## src/rtl/wb_regfile.sv

```systemverilog
// Architectural register file with two combinational read ports, one write port and a retired-write counter.
// Optional macro WB_REGFILE_BYPASS_EN forwards same-cycle writeback data to the read ports.
module wb_regfile #(
  parameter int DATA_WIDTH = 32,
  parameter int ADDR_WIDTH = 5,
  parameter int CNT_WIDTH  = 32
) (
  input  logic                  clk,
  input  logic                  rst,
  input  logic                  wwreg,
  input  logic [ADDR_WIDTH-1:0] wrn,
  input  logic [DATA_WIDTH-1:0] wbData,
  input  logic [ADDR_WIDTH-1:0] rna,
  input  logic [ADDR_WIDTH-1:0] rnb,
  output logic [DATA_WIDTH-1:0] qa,
  output logic [DATA_WIDTH-1:0] qb,
  output logic [CNT_WIDTH-1:0]  wb_count
);

  localparam int DEPTH = 2 ** ADDR_WIDTH;

  logic [DATA_WIDTH-1:0] regs [DEPTH];
  logic                  wrEff;

  // Register 0 is hardwired zero, so writes to it neither commit nor count.
  assign wrEff = wwreg && (wrn != '0);

  always_ff @(posedge clk or posedge rst) begin
    if (rst) begin
      for (int i = 0; i < DEPTH; i++) begin
        regs[i] <= '0;
      end
    end else if (wrEff) begin
      regs[wrn] <= wbData;
    end
  end

  always_ff @(posedge clk or posedge rst) begin
    if (rst) begin
      wb_count <= '0;
    end else if (wrEff) begin
      wb_count <= wb_count + CNT_WIDTH'(1);
    end
  end

  always_comb begin
    qa = '0;
    qb = '0;
    if (rna != '0) begin
      qa = regs[rna];
    end
    if (rnb != '0) begin
      qb = regs[rnb];
    end
`ifdef WB_REGFILE_BYPASS_EN
    // wrEff already excludes index 0, so forwarding can never make r0 nonzero.
    if (wrEff && (rna == wrn)) begin
      qa = wbData;
    end
    if (wrEff && (rnb == wrn)) begin
      qb = wbData;
    end
`endif
  end

endmodule
```

## config.mk

```make
export PLATFORM = sky130hd
export DESIGN_NAME = wb_regfile
export DESIGN_NICKNAME = d
export VERILOG_FILES = /design/src/rtl/wb_regfile.sv
export SDC_FILE = /design/constraint.sdc
export NUM_CORES = 2
export LEC_CHECK = 0
export CORE_MARGIN = 2
export CORE_UTILIZATION = 40
export DETAILED_ROUTE_END_ITERATION = 12
export MAX_ROUTING_LAYER = met4
export SYNTH_ARGS = -nofsm -noshare
export SYNTH_HDL_FRONTEND = slang
export SYNTH_SLANG_ARGS = --single-unit
```

## constraint.sdc

```tcl
create_clock -name clk -period 60.6 [get_ports clk]
set_clock_uncertainty 0.15 [all_clocks]
set_input_delay 18.18 -clock clk [delete_from_list [all_inputs] [get_ports clk]]
set_output_delay 18.18 -clock clk [all_outputs]
set_load 0.05 [all_outputs]
```

==> results.toml <==
[floorplan]
initial_core_util_pct = 40.2
die_h_um = 378
rows = 137
die_w_um = 378
die_area_um2 = 143000
design.core.area_um2 = 139000
ios = 146

[cts]
cts_tree = "yes"
ctsResizeCount = 0
clock-sinks = 1056
clk_pin_slew_worst_paths_ns = 0.06
post_cts_buffers = 0
ctsHoldBuffers = 0
clock_latency_ns = 0.72
cts-buffers-inserted = 116
clockRootBuffer = "clkbuf_16"
htreeDepth = 3
clockBufferDepth = 3

[power]
leakage_nw = 26.8
peakVddDrop_mv = 0.0298
powerDensity_nw_per_um2 = 33.6

[critical_path]
cp_cell_sequence = "buf_8 -> buf_4 -> buf_4 -> buf_4 -> nor4_2 -> buf_4 -> nor4_1 -> clkdlybuf4s50_1"
criticalPathCategory = "input port to primary output"
critical_path_required_ns = 42.27
cpMaxStageDelayCell = "clkdlybuf4s50_1"
cp_data_arrival_time_ns = 23.27
critPathCaptureType = "primary output"
cp_common_cell = "buf_4"
critPathMaxFanout = 78
worstRegToRegCells = 4
start_kind = "input port"
critPathMaxStageDelay_ns = 0.96

[global_route]
grt_pass1_wl_um = 263000
grt-ovfl-total = 0
antenna_found_initial = 14
grt_start_max_net_pins = 162
grtUsageTotal_pct = 26.1
first_global_vias = 36400

[synthesis]
synth_edf_count = 0
yosysUniqueCellTypes = 53
avgSynthCellArea_um2 = 15.0
synthCells = 3733
synth_seq_cells = 1056
synth-main-ff-cell = "dfrtp_1"
yosys-top-cells-area = "dfrtp_1 47%, mux2_2 21%, mux4_2 18%, mux2i_1 3.4%, clkbuf_1 1.4%"
synthArstFlopShare_pct = 100
yosys.area.top_type = "dfrtp_1"
syn_nets = 3784
yosysWarningCount = 0
synth.top_cell.area_share_pct = 47.3
netlist_area_um2 = 55800
synth.yosys.seq_area_share_pct = 47.3

[sta]
maxSlewHeadroom_pct = 11.6
drv_slew = 0
grt_setup_unrepaired = "no"
fin_setup_tns_ns = 0
setup_viol = 0
tightest_slew_ns = 1.32
period_minus_slack_ns = 41.60
finalHoldViolations = 0
finalCritPeriodShare_pct = 68.6
fmax_mhz = 24.0

[hold_path]
hold_class = "register to register"
whs_path_depth = 0

[drt]
first_pass_iters = 7
dr.first_iter.drc_count = 3109
vias = 35300
via_per_inst = 6.26
ant_nets = 0
drcViolationCount = 0
finalWirelength_um = 180000
routedWlPerCell_um = 31.9

[final_layout]
seqCellArea_um2 = 26400
final_common_cell = "dfrtp_1"
num-fill-cells = 12300
nets = 3713
drive_gt1_share_pct = 48.1
area_growth_pct = 12.0
final_cells = 5642
multi_input_area_um2 = 27600
mostFrequentLayoutCells = "1056 x dfrtp_1, 1032 x mux2_2, 443 x mux4_2, 191 x mux2i_1, 138 x clkdlybuf4s50_1"

[placed_design]
dpl.cell_count = 5420
dp_hpwl_um = 103000
gp_congestion = 0.819
io_buffers = 145

[job]
drv_cap = 0

[run_status]
outcome = "finished clean"
[registers in the layout (all words and copies together) (netlist names)]
signal,cells
regs,1024
wb_count,32
[cells by family (layout without fill, tap and decap cells)]
family | after synthesis | count (layout) | share of synthesized area, %
compound gates | 323 | 323 | 4.27
flops | 1056 | 1056 | 47.3
xor+xnor | 31 | 31 | 0.486
fa+ha+maj | 1 | 1 | 0.0224
simple gates | 223 | 223 | 2.19
other cells | 0 | 13 | 0
mux | 1669 | 1669 | 42.2
buf+inv | 430 | 450 | 3.52
[area by class of cell]
type                    count  area share [%]
repair buffers            236            3.55
diodes                     13          0.0520
clock inverters            39           0.712
flip-flops and latches   1056            42.3
multi-input cells        2247            44.2
well taps                1876            3.75
clock buffers             170            5.45
inverters                   5          0.0420
[Yosys cell counts (23+ instances only)]
library cell	instances
clkbuf_1	207
o22ai_1	43
buf_2	147
a21oi_1	44
xnor2_1	26
nor2_1	32
mux2_2	1032
a211oi_1	35
buf_4	43
a221oi_1	38
a211o_1	23
a22oi_1	48
mux2i_1	191
nor2b_1	33
mux4_2	443
dfrtp_1	1056
nand2_1	44
buf_1	25
[worst paths after layout]
| kind | startpoint | end | slack, ns |
|---|---|---|---|
| worst min register to register | regs[994] | regs[994] | 0.25 |
| worst max register to register | wb_count[16] | wb_count[29] | 58.71 |
| worst max-delay path | rna[1] | qa[13] | 19.00 |
| worst min-delay path | regs[994] | regs[994] | 0.25 |
| min in group asynchronous | rst | wb_count[8] | 17.90 |
| max in group asynchronous | rst | regs[826] | 39.23 |
[critical path: cells and delay by family]
| family | cells | cell delay [ns] |
|---|---|---|
| buffers and inverters | 6 | 3.83 |
| and+or+nand+nor | 2 | 1.01 |
[metal layers]
layer  GRT usage, %  share of wire, %  vias up
met3           4.48               6.5      335
met4           9.19               3.5        0
met1           35.2                43    19400
met2           40.0                47     1293
met5              -                 0        -
li1               -                 -    14300
[power breakdown]
group / switching (mW) / internal [mW]
clock network: 0.302 / 0.421
registers: 0.0959 / 0.837
logic: 0.196 / 0.249
[per-stage QoR]
stage	hold WS (ns)	cell area (um2)	power (mW)	util [%]	setup slack, ns
after floorplan	0.291	55800	1.27	-	12.55
after global placement	0.227	58600	1.38	42.2	18.97
after detailed placement	0.234	58600	1.39	42.2	18.97
after CTS	0.248	62500	2.11	45.0	18.97
after global routing	0.253	62500	2.19	45.0	18.57
final	0.246	62500	2.10	45.0	19.00
No activity file was read; power rests on OpenSTA's default activity.
==> RTL change, RTL diff (config.mk and constraints unchanged) <==
Build with the macro `WB_REGFILE_BYPASS_EN` defined.
--- a/src/rtl/wb_regfile.sv
+++ b/src/rtl/wb_regfile.sv
@@ -1,4 +1,6 @@
 // Architectural register file with two combinational read ports, one write port and a retired-write counter.
 // Optional macro WB_REGFILE_BYPASS_EN forwards same-cycle writeback data to the read ports.
+`define WB_REGFILE_BYPASS_EN
+
 module wb_regfile #(
   parameter int DATA_WIDTH = 32,
Function: not settled (the Yosys comparison gave no result); the edit may change what the design does.
==> RTL change against the original RTL <==
- design area is 1.1% higher
- setup slack better by 290 ps
- total power is 0.51% higher
- count of clock-buffer cells in the layout is 15 higher
- first-iteration DRC count is 23% higher
- routed wire length is 2.7% higher
- maximum frequency is 0.70% higher
- critical path depth is 1 higher
- synthesized area is 0.87% higher
- sequential cell count stayed put
- sequential power hardly changed
- cell count is 3.6% higher
==> RTL change: results (changes against the original RTL) <==
Nets@finish = 3921 (+5.6%)
Placement Cell Area = 59300 um^2 (+1.0%)
HPWL after DPL = 101000 um (-2.2%)
Met1 wire length = 80300 um (+4.3%)
CP arrival = 22980 ps (-290 ps)
Initial antenna violation count = 5 (-9)
R2R Setup Slk = 58360 ps (-350 ps)
CP max stage delay = 760 ps (-200 ps)
Layout cells sized above 1 = 45.8% (-2.3 points)
Synth cell count leaders = 1056 x dfrtp_1, 1055 x mux2_2, 395 x mux4_2, 228 x mux2i_1, 184 x clkbuf_1
Peak supply drop = 0.0246 mV (-17%)
Post-Place Setup Slack = 19260 ps (+287 ps)
Vias in the first global route = 37435 (+2.9%)
Register area share after synthesis = 46.9% (-0.41 points)
Worst setup startpoint = rna[0]
Syn Nets = 3987 (+5.4%)
Met3 Wirelength = 13200 um (+13%)
FF-to-FF path depth = 5 (+1)
Slew HR = 16.2% (+4.6 points)
Hold WS = 244 ps (-2.56 ps)
Status = completed
Critical path peak fanout = 45 (-42%)
Layout fillers = 12352 (+0.20%)
GRT met3 Usage = 5.25% (+0.77 points)
M2 GR Usage = 40.2% (+0.24 points)
GRT Overall Usage = 26.6% (+0.45 points)
First-pass GRT wire length = 270000 um (+2.5%)
Synth cell types = 59 (+11%)
Final wirelength = 185000 um (+2.7%)
DR iter-0 viols = 3834 (+23%)
Maximum number of pins on one net before global-route repair = 172 (+6.2%)
Vias after detailed routing = 36984 (+4.7%)
Pleak = 27.2 nW (+1.6%)
Synth area leaders = dfrtp_1 47%, mux2_2 21%, mux4_2 16%
Pwr Density = 33.4 nW/um^2 (-0.61%)
Met1 Use GR = 36.2% (+0.96 points)
Gp weighted congestion = 0.802 (-2.1%)
Worst r2r dst = wb_count[30]
Met2 Wirelength = 84700 um (about the same)
Min-delay src = regs[1011]
Reg2reg start = wb_count[2]
==> RTL change: cell types whose count changed after synthesis, moves of 37 or more <==
cell / unedited run / this run
buf_1: 25 / 63
mux2i_1: 191 / 228
a32o_1: 0 / 64
mux4_2: 443 / 395
o22ai_1: 43 / 114
nand3_1: 20 / 61
nand2_1: 44 / 99
nor2_1: 32 / 96
==> RTL change: cell type report <==
class / count / area share (%)
antenna: 1 / 0.00396
clock inverter: 32 / 0.552
clock buffer: 185 / 5.74
timing repair buffer: 257 / 3.75
tap: 1876 / 3.71
sequential: 1056 / 41.8
inverter: 7 / 0.0534
multi-input combinational: 2432 / 44.4
==> RTL change: cells by family after synthesis <==
group           share of synthesized area, %
fa+ha+maj                             0.0222
mux                                     41.2
compound gates                          4.95
flops                                   46.9
buf+inv                                 3.57
xor+xnor                               0.638
simple gates                            2.71
==> RTL change: report_power, final <==
group	total (W)	internal (W)	switching, W
Sequential	0.000934	0.000837	0.0000971
Clock	0.000736	0.000433	0.000303
Combinational	0.000442	0.000247	0.000195
